<file path="config.mk">
export PLATFORM = sky130hd
export DESIGN_NAME = dm_store_buffer_flat
export DESIGN_NICKNAME = d
export VERILOG_FILES = /design/src/rtl/dm_store_buffer_pkg.sv /design/src/rtl/dm_store_buffer_if.sv /design/src/rtl/dm_store_align.sv /design/src/rtl/dm_store_buffer.sv /design/src/flat_wrapper.sv
export SDC_FILE = /design/constraint.sdc
export NUM_CORES = 1
export LEC_CHECK = 0
export BUFFER_PORTS_ARGS = -buffer_cell sky130_fd_sc_hd__clkbuf_2
export CORE_AREA = 2 2 286 217
export DETAILED_ROUTE_END_ITERATION = 8
export DIE_AREA = 0 0 288 219
export SLEW_MARGIN = 30
export SYNTH_ARGS = -nofsm -noshare
export SYNTH_HDL_FRONTEND = slang
export SYNTH_SLANG_ARGS = --single-unit
</file>
<file path="constraint.sdc">
create_clock -name clk -period 2.2 [get_ports clk]
set_input_delay 0.44 -clock clk [delete_from_list [all_inputs] [get_ports clk]]
set_output_delay 0.44 -clock clk [all_outputs]
set_load 0.05 [all_outputs]
</file>
<file path="src/rtl/dm_store_buffer_pkg.sv">
// Shared definitions for the data-memory store buffer: store-type encodings,
// byte-enable constants and the layout of one queued store.
package dm_defs;

  localparam int DM_DEPTH = 4;
  localparam int DM_CNT_W = 3;

  typedef enum logic [1:0] {
    ST_SW  = 2'b00,
    ST_SH  = 2'b01,
    ST_SB  = 2'b10,
    ST_ILL = 2'b11
  } st_type_e;

  localparam logic [3:0] BE_WORD    = 4'b1111;
  localparam logic [3:0] BE_HALF_LO = 4'b0011;
  localparam logic [3:0] BE_HALF_HI = 4'b1100;

  typedef struct packed {
    logic [31:0] addr;
    logic [31:0] data;
    logic [31:0] pc;
    logic [3:0]  byte_en;
  } st_entry_t;

endpackage

</file>
<file path="src/rtl/dm_store_buffer_if.sv">
// Bundle between the MEM stage / data memory and the store buffer.
interface dm_store_buffer_if #(parameter int CNT_W = 3);

  logic             st_valid;
  logic [1:0]       st_type;
  logic [31:0]      st_addr;
  logic [31:0]      st_data;
  logic [31:0]      st_pc;
  logic             st_ready;
  logic             st_err;
  logic             ld_valid;
  logic [31:0]      ld_addr;
  logic             ld_stall;
  logic             drain_hold;
  logic [31:0]      dm_addr;
  logic [31:0]      dm_wr_data;
  logic [31:0]      dm_pc;
  logic             dm_we;
  logic [3:0]       dm_byte_en;
  logic             empty;
  logic [CNT_W-1:0] count;

  modport master (
    output st_valid, st_type, st_addr, st_data, st_pc, ld_valid, ld_addr, drain_hold,
    input  st_ready, st_err, ld_stall, dm_addr, dm_wr_data, dm_pc, dm_we, dm_byte_en,
           empty, count
  );

  modport slave (
    input  st_valid, st_type, st_addr, st_data, st_pc, ld_valid, ld_addr, drain_hold,
    output st_ready, st_err, ld_stall, dm_addr, dm_wr_data, dm_pc, dm_we, dm_byte_en,
           empty, count
  );

endinterface

</file>
<file path="src/rtl/dm_store_align.sv">
// Turns a raw MEM-stage store into byte enables and low-aligned lane data,
// and flags misaligned or illegal stores (AdES).
module dm_store_align
  import dm_defs::*;
(
  input  logic        st_valid,
  input  logic [1:0]  st_type,
  input  logic [1:0]  addr_lo,
  input  logic [31:0] st_data,
  output logic [3:0]  byte_en,
  output logic [31:0] lane_data,
  output logic        st_err
);

  logic misaligned;

  // Partial writes keep data in the low bits; the DM steers lanes from byte_en.
  always_comb begin
    byte_en    = 4'b0000;
    lane_data  = 32'h0;
    misaligned = 1'b0;
    case (st_type)
      ST_SW: begin
        byte_en    = BE_WORD;
        lane_data  = st_data;
        misaligned = (addr_lo != 2'b00);
      end
      ST_SH: begin
        byte_en    = addr_lo[1] ? BE_HALF_HI : BE_HALF_LO;
        lane_data  = {16'h0, st_data[15:0]};
        misaligned = addr_lo[0];
      end
      ST_SB: begin
        byte_en   = 4'b0001 << addr_lo;
        lane_data = {24'h0, st_data[7:0]};
      end
      default: ;
    endcase
    st_err = st_valid & (misaligned | (st_type == ST_ILL));
  end

endmodule

</file>
<file path="src/rtl/dm_store_buffer.sv">
// Posted-write FIFO in front of the data memory: queues stores, drains one per
// cycle into the DM write port and stalls loads that hit a pending store word.
module dm_store_buffer
  import dm_defs::*;
#(
  parameter int DEPTH = DM_DEPTH,
  parameter int CNT_W = DM_CNT_W
) (
  input logic               clk,
  input logic               rst_n,
  dm_store_buffer_if.slave  bus
);

  localparam int PTR_W = $clog2(DEPTH);

  st_entry_t        entries [DEPTH];
  logic [DEPTH-1:0] valid;
  logic [PTR_W-1:0] wr_ptr;
  logic [PTR_W-1:0] rd_ptr;
  logic [CNT_W-1:0] count_q;

  logic [3:0]  byte_en;
  logic [31:0] lane_data;
  logic        push;
  logic        pop;
  logic        unused_ld_lo;

  dm_store_align u_align (
    .st_valid  (bus.st_valid),
    .st_type   (bus.st_type),
    .addr_lo   (bus.st_addr[1:0]),
    .st_data   (bus.st_data),
    .byte_en   (byte_en),
    .lane_data (lane_data),
    .st_err    (bus.st_err)
  );

  // Full/empty come from the count alone; the pointers are equal in both cases.
  assign bus.empty    = (count_q == '0);
  assign bus.st_ready = (count_q != CNT_W'(DEPTH));
  assign bus.count    = count_q;
  assign bus.dm_we    = !bus.empty && !bus.drain_hold;

  assign push = bus.st_valid && bus.st_ready && !bus.st_err;
  assign pop  = bus.dm_we;

  assign bus.dm_addr    = bus.empty ? 32'h0 : entries[rd_ptr].addr;
  assign bus.dm_wr_data = bus.empty ? 32'h0 : entries[rd_ptr].data;
  assign bus.dm_pc      = bus.empty ? 32'h0 : entries[rd_ptr].pc;
  assign bus.dm_byte_en = bus.empty ? 4'h0  : entries[rd_ptr].byte_en;

  // The draining head still counts: the DM read this cycle sees the old word.
  always_comb begin
    bus.ld_stall = 1'b0;
    for (int i = 0; i < DEPTH; i++) begin
      if (valid[i] && (entries[i].addr[31:2] == bus.ld_addr[31:2])) begin
        bus.ld_stall = bus.ld_valid;
      end
    end
  end

  assign unused_ld_lo = ^bus.ld_addr[1:0];

  always_ff @(posedge clk or negedge rst_n) begin
    if (!rst_n) begin
      for (int i = 0; i < DEPTH; i++) begin
        entries[i] <= '0;
      end
      valid   <= '0;
      wr_ptr  <= '0;
      rd_ptr  <= '0;
      count_q <= '0;
    end else begin
      if (push) begin
        entries[wr_ptr] <= '{addr: bus.st_addr, data: lane_data, pc: bus.st_pc,
                             byte_en: byte_en};
        valid[wr_ptr]   <= 1'b1;
        wr_ptr          <= wr_ptr + 1'b1;
      end
      if (pop) begin
        valid[rd_ptr] <= 1'b0;
        rd_ptr        <= rd_ptr + 1'b1;
      end
      case ({push, pop})
        2'b10:   count_q <= count_q + 1'b1;
        2'b01:   count_q <= count_q - 1'b1;
        default: count_q <= count_q;
      endcase
    end
  end

endmodule

</file>
<file path="src/flat_wrapper.sv">
// flat-port wrapper written by rule: the top's interface ports become plain ports
module dm_store_buffer_flat import dm_defs::*;
#(
  parameter int DEPTH = DM_DEPTH,
  parameter int CNT_W = DM_CNT_W
)
  (clk, rst_n, bus_st_valid, bus_st_type, bus_st_addr, bus_st_data, bus_st_pc, bus_ld_valid, bus_ld_addr, bus_drain_hold, bus_st_ready, bus_st_err, bus_ld_stall, bus_dm_addr, bus_dm_wr_data, bus_dm_pc, bus_dm_we, bus_dm_byte_en, bus_empty, bus_count);
  dm_store_buffer_if #(.CNT_W(CNT_W)) bus_i ();
  input logic clk;
  input logic rst_n;
  input wire logic [$bits(bus_i.st_valid)-1:0] bus_st_valid;
  input wire logic [$bits(bus_i.st_type)-1:0] bus_st_type;
  input wire logic [$bits(bus_i.st_addr)-1:0] bus_st_addr;
  input wire logic [$bits(bus_i.st_data)-1:0] bus_st_data;
  input wire logic [$bits(bus_i.st_pc)-1:0] bus_st_pc;
  input wire logic [$bits(bus_i.ld_valid)-1:0] bus_ld_valid;
  input wire logic [$bits(bus_i.ld_addr)-1:0] bus_ld_addr;
  input wire logic [$bits(bus_i.drain_hold)-1:0] bus_drain_hold;
  output wire logic [$bits(bus_i.st_ready)-1:0] bus_st_ready;
  output wire logic [$bits(bus_i.st_err)-1:0] bus_st_err;
  output wire logic [$bits(bus_i.ld_stall)-1:0] bus_ld_stall;
  output wire logic [$bits(bus_i.dm_addr)-1:0] bus_dm_addr;
  output wire logic [$bits(bus_i.dm_wr_data)-1:0] bus_dm_wr_data;
  output wire logic [$bits(bus_i.dm_pc)-1:0] bus_dm_pc;
  output wire logic [$bits(bus_i.dm_we)-1:0] bus_dm_we;
  output wire logic [$bits(bus_i.dm_byte_en)-1:0] bus_dm_byte_en;
  output wire logic [$bits(bus_i.empty)-1:0] bus_empty;
  output wire logic [$bits(bus_i.count)-1:0] bus_count;
  assign bus_i.st_valid = bus_st_valid;
  assign bus_i.st_type = bus_st_type;
  assign bus_i.st_addr = bus_st_addr;
  assign bus_i.st_data = bus_st_data;
  assign bus_i.st_pc = bus_st_pc;
  assign bus_i.ld_valid = bus_ld_valid;
  assign bus_i.ld_addr = bus_ld_addr;
  assign bus_i.drain_hold = bus_drain_hold;
  assign bus_st_ready = bus_i.st_ready;
  assign bus_st_err = bus_i.st_err;
  assign bus_ld_stall = bus_i.ld_stall;
  assign bus_dm_addr = bus_i.dm_addr;
  assign bus_dm_wr_data = bus_i.dm_wr_data;
  assign bus_dm_pc = bus_i.dm_pc;
  assign bus_dm_we = bus_i.dm_we;
  assign bus_dm_byte_en = bus_i.dm_byte_en;
  assign bus_empty = bus_i.empty;
  assign bus_count = bus_i.count;
  dm_store_buffer #(.DEPTH(DEPTH), .CNT_W(CNT_W)) u_core (.clk(clk), .rst_n(rst_n), .bus(bus_i));
endmodule
</file>
== Yosys cells after proc, flatten, opt, wreduce, memory -nomap -nowiden ==
Cells that the tools add are included.

* ROM bits: 0
* Output and inout bits: 108
* Register bits after elaboration: 411
* Logic and storage cells: 91
* Memories: 0
* Memory bits (writable): 0
* Input bits: 135
* Bits in latches: 0

* Multiplexer cells: 25
* Eq/ne operators: 10
* Multiply operators: 0
* Bitwise gates (word level): 7
* Div/mod/pow operators: 0
* Magnitude comparators: 7
* Shift-type cells: 1
* Reduce and logical (&&, ||, !) cells: 17
* $add $sub $neg: 4

{| class="wikitable"
|+ Operator list
! kind !! count
|-
| 400-bit bitwise mux || 1
|-
| 100-bit 2-to-1 mux || 3
|-
| 100-bit binary-select mux with 2-bit select || 1
|-
| 100-bit demux with 2-bit select || 1
|-
| 30-bit equality test || 4
|-
| 32-bit 2-to-1 mux || 3
|-
| 32-bit case mux with 3 select lines || 1
|-
| 4-bit 2-to-1 mux || 4
|-
| 4-bit case mux with 3 select lines || 1
|-
| 1-bit logical AND || 10
|-
| 2-bit equality test (second input constant) || 3
|-
| 3-bit greater-or-equal comparator (second input constant) || 2
|-
| 2-bit by 3-bit < comparator with 1-bit output (second input constant) || 2
|-
| 1-bit 2-to-1 mux || 6
|-
| 2-bit NOT with 3-bit output || 2
|-
| 3-bit case mux with 2 select lines || 1
|-
| 2-bit by 1-bit adder with 2-bit output (second input constant) || 2
|-
| 4-bit AND || 1
|-
| 1-bit demux with 2-bit select || 2
|-
| 2-bit by 1-bit equality test with 1-bit output (second input constant) || 2
|-
| 2-bit by 1-bit greater-or-equal comparator with 1-bit output (second input constant) || 2
|-
| 4-bit NOT || 1
|-
| 4-bit OR || 1
|-
| 2-bit nonzero test || 2
|-
| 11 further kinds || 13
|}

== Longest topological paths before layout ==
* Depth after elaboration: 9
* Mapped depth: 10
* Gate-level depth less buffers: 10

== Cells and area by module ==
From an unflattened synthesis, not the netlist that was laid out.

* Cell total of the unflattened synthesis: 1356
* Area total of the unflattened synthesis: 20901.3 um^2

{| class="wikitable"
|+ Modules (own cells, without submodules)
! module !! area an instance (um^2) !! cells an instance !! sequential area each (um^2) !! times used
|-
| dm_store_buffer || 20604.8 || 1309 || 10284.9 || 1
|-
| dm_store_align || 296.5 || 47 || 0.0 || 1
|}

== Worst setup path after synthesis ==
OpenSTA, ideal clock, no wires.

* Path type: register -> register
* From: reg u_core.count_q[0], in the netlist u_core.bus.count[0]
* To: reg u_core.count_q[2], in the netlist u_core.bus.count[2]
* Clock period less this slack: 3.173 ns
* Slack: -0.973 ns
* Buffers on the path: 1
* Arrival: 3.091 ns
* Required time: 2.118 ns
* Library setup time: 0.082 ns
* Stages on the path, launching flop included: 10
* Path through: dfrtp_1 -> nor3_1 -> clkbuf_1 -> nor2_1 -> ha_1 -> inv_1 -> fa_1 -> xor2_1 -> nor2_1 -> xor2_1

* Word-level cells in the longest chain between the ends: 5
* Elaborated cells on any way between the ends: 12
* Classes of those cells: 2 x add/sub; 3 x eq/ne; 1 x mux; 6 x reduce/logical

{| class="wikitable"
|+ RTL lines
! what !! line !! text
|-
| from (decl) || dm_store_buffer.sv:20 || <nowiki>logic [CNT_W-1:0] count_q;</nowiki>
|-
| from (signal assigned) || dm_store_buffer.sv:85 || <nowiki>2'b10: count_q <= count_q + 1'b1;</nowiki>
|-
| from (signal assigned) || dm_store_buffer.sv:86 || <nowiki>2'b01: count_q <= count_q - 1'b1;</nowiki>
|-
| from (signal assigned) || dm_store_buffer.sv:87 || <nowiki>default: count_q <= count_q;</nowiki>
|-
| 3-bit zero test (*) || dm_store_buffer.sv:39 || <nowiki>assign bus.empty = (count_q == '0);</nowiki>
|-
| 1-bit zero test (*) || dm_store_buffer.sv:42 || <nowiki>assign bus.dm_we = !bus.empty && !bus.drain_hold;</nowiki>
|-
| 1-bit logical AND (*) || dm_store_buffer.sv:42 ||
|-
| net bus_dm_we || flat_wrapper.sv:25 || <nowiki>output wire logic [$bits(bus_i.dm_we)-1:0] bus_dm_we;</nowiki>
|-
| 2-bit by 1-bit equality test with 1-bit output or 2-bit equality test (tied branches) || dm_store_buffer.sv:84 || <nowiki>case ({push, pop})</nowiki>
|-
| 3-bit case mux with 2 select lines or 2-bit nonzero test (tied branches) || n/a ||
|}

Mark *: on every way through the listed nets, which the timed path passes. The rest lies on a longest branch.
A chain may end at the register's enable or synchronous reset.

== Worst setup path in the final report ==
* From: reg u_core.entries[187] (netlist bit)
* To: out bus_ld_stall

* Word-level cells in the longest chain between the ends: 4

{| class="wikitable"
|+ RTL lines
! what !! line !! text
|-
| from (decl) || dm_store_buffer.sv:16 || <nowiki>st_entry_t entries [DEPTH];</nowiki>
|-
| from (signal, indexed assignment) || dm_store_buffer.sv:75 || <nowiki>entries[wr_ptr] <= '{addr: bus.st_addr, data: lane_data, pc: bus.st_pc,</nowiki>
|-
| 30-bit equality test || dm_store_buffer.sv:56 || <nowiki>if (valid[i] && (entries[i].addr[31:2] == bus.ld_addr[31:2])) begin</nowiki>
|-
| 1-bit logical AND || dm_store_buffer.sv:56 ||
|-
| 1-bit 2-to-1 mux (2 in a row) || dm_store_buffer.sv:56 ||
|-
| to (decl) || flat_wrapper.sv:21 || <nowiki>output wire logic [$bits(bus_i.ld_stall)-1:0] bus_ld_stall;</nowiki>
|}

No other way between the ends.

==> qor.csv <==
stage,metric,value,unit
final_layout,finalNonFillerCells,2757,
pwr,total_power,53.1,mW
sta,rsz0062_at_grt,true,
floorplanning,die_w,288,um
clock_network,clk_latency,0.57,ns
worst_hold_path,hold_class,input port to flop,
sta,final.period_utilization,1.31,
global_routing,grt_pass1_wl,89500,um
synthesis,yosys.area_share.simple,0.0827,
pwr,vdd_drop_max,1.20,mV
synthesis,synth.mux.area_fraction,0.279,
final_layout,layout_commonest_cell,dfrtp_1,
global_routing,grt_max_degree,67,
place,post-place-cells,2634,
clock_network,path_clk_slew,0.07,ns
pwr,p_leak,13.3,nW
sta,layout_setup_ws,-0.672,ns
global_routing,antenna_found_initial,7,
final_layout,fin_util,0.472,
clock_network,cts_made_buffers,45,
place,gp_congestion,0.904,
synthesis,async_reset_ff_frac,1.00,
floorplanning,die_h,219,um
synthesis,yosysWarnings,0,
synthesis,seq_area_frac_synth,0.491,
sta,slew_viol_final,0,
global_routing,overflow,0,
final_layout,area_growth,35.5,%
sta,period_minus_slack,2.87,ns
routing,vias_per_cell,4.99,
clock_network,cts-root-buf,clkbuf_16,
place,portBuffers,240,
clock_network,htreeDepth,2,
clock_network,clock_sinks,411,
place,place_ws,-0.287,ns
critical_path,arrival,2.43,ns
routing,via_count,13800,
final_layout,drive_gt1_frac,0.513,
clock_network,cts_buffer_depth,3,
synthesis,ys_ff_latch,411,
global_routing,grtUsageMet2,0.292,
clock_network,cts_tree,yes,
run_status,status,"finished, violations left",
routing,post_drt_wl_per_cell,21.4,um
global_routing,grt_util_all_layers,0.185,
floorplanning,coreArea,0.0601,mm2
synthesis,synth-main-ff-cell,dfrtp_1,
critical_path,critPathCaptureType,primary output,
critical_path,cp_max_fo,2,
final_layout,mostFrequentLayoutCells,"dfrtp_1 (406), mux2_4 (212), nand2_1 (179), o21ai_0 (154), buf_4 (137)",
synthesis,synthesis.nets,1675,
synthesis,syn_area,0.0210,mm2
sta,fin_worst_skew,0.0153,ns
synthesis,ys_types,32,
synthesis,synth_fa_ha_area_frac,0.00633,
global_routing,top_usage_layer,met2,
critical_path,cp-start-kind,flop,
critical_path,critPathRequiredTime,1.76,ns
floorplanning,die_area,0.0631,mm2
sta,finalHoldViolCount,0,
sta,finalSetupViolCount,104,
synthesis,synth-edff-count,0,
synthesis,synth_top_family_by_area,multiplexers,
synthesis,netlist_instances,1530,
floorplanning,ios,243,
synthesis,syn_avg_cell_area,13.7,um2
place,dp_hpwl,40000,um
sta,holdWs,0.150,ns
sta,fmax,348,MHz
pwr,power_per_cell_area,1870,mW/mm2
synthesis,synthXorXnorAreaFrac,0.0522,
routing,wirelength,59000,um
routing,antenna_left,0,
routing,drtPass1Iterations,7,
global_routing,use_met1,0.257,
global_routing,grt_pass1_vias,14700,
critical_path,criticalPathCategory,flop to primary output,
global_routing,use_met3,0.0471,
routing,drt_iter0_markers,741,
sta,max_slew_margin,0.671,
floorplanning,start_util,0.349,
routing,drcViolationCount,0,
run_status,violations,negative setup slack,
job,max_cap_violations,0,
synthesis,synth_compound_area_frac,0.0413,
final_layout,nets,2069,
final_layout,antennaDiodeCount,0,
final_layout,nFillCells,5298,
floorplanning,fp-row-count,78,
sta,worst_pin_slew,0.491,ns
-- final timing paths --
kind	from	endpoint	slack, ns	depth (start not counted)
max in group asynchronous	rst_n	u_core.entries[301]	0.99	4
setup / recovery	u_core.entries[187]	bus_ld_stall	-0.67	6
hold / removal	bus_st_pc[31]	u_core.entries[235]	0.15	2
hold reg to reg	u_core.entries[66]	u_core.entries[66]	0.47	2
setup reg to reg	u_core.bus.count[1]	u_core.bus.count[2]	-0.04	10
min in group asynchronous	rst_n	u_core.entries[180]	0.37	2
-- critical path: stages, from the launching register on --
cell and delay, ns:
dfrtp_1 0.39, xnor2_1 0.33, nand4_1 0.15, nor4_1 0.37, nand4_1 0.19, a41oi_4 0.26, buf_12 0.17
-- registers in the layout, indices dropped and copies added, names as in the netlist --
| register | cells |
|---|---|
| u_core.rd_ptr | 2 |
| u_core.entries | 400 |
| u_core.bus.count | 3 |
| u_core.wr_ptr | 2 |
| u_core.valid | 4 |
-- cells in the mapped netlist (all sizes together), types with 6 or more instances --
cell,n,area share
a21oi,6,0.0014
ha,9,0.0054
inv,15,0.0027
mux2,248,0.17
nor2b,101,0.030
nor4,16,0.0048
xor2,46,0.019
o21ai,154,0.037
nand2,179,0.032
dfrtp,411,0.49
xnor2,79,0.033
mux4,100,0.11
clkbuf,51,0.0091
nand2b,8,0.0024
nand4,28,0.011
buf,62,0.036
-- layer usage --
metal,vias to the layer above,share of wire,wire [um]
li1,6164,-,-
met1,7147,0.45,26800
met2,363,0.47,27500
met3,79,0.063,3720
met4,14,0.015,874
met5,-,0.0016,92
-- cell type report --
type | instances | area (um2) | share of cell area
Inverter | 15 | 58.8 | 0.00207
Sequential cell | 411 | 10300 | 0.363
Clock inverter | 13 | 156 | 0.00551
Clock buffer | 67 | 1330 | 0.0469
Tap cell | 800 | 1000 | 0.0352
Timing Repair Buffer | 460 | 5000 | 0.176
Multi-Input combinational cell | 991 | 10600 | 0.372
-- stage by stage --
stage                     cell area [um2]  TNS (ns)
after global routing                28400    -58.81
final                               28400    -49.63
after detailed placement            24400    -0.381
after CTS                           27900    -52.00
after floorplan                     21200    -0.446
after global placement              24400    -0.351
-- logic make-up after synthesis --
logic type | Yosys count
AO/OA/AOI/OAI | 167
XOR/XNOR | 125
adder cells (fa/ha/maj) | 10
buffers and inverters | 128
flip-flops | 411
multiplexers | 349
AND/OR/NAND/NOR | 340
-- where the power goes --
part	switching, mW	total (mW)	internal [mW]
Combinational	14.7	31.5	16.8
Sequential	2.61	13.9	11.3
Clock	3.23	7.77	4.54
-- timing repair --
action,CTS,global route
hold endpoints to repair,41,0
gates resized for setup,348,123
pin swaps,17,6
setup endpoints to repair,104,155
hold buffers,1,0
cloned,3,6
setup buffers,18,20
Note: power is estimated with default switching activity, not from simulation.
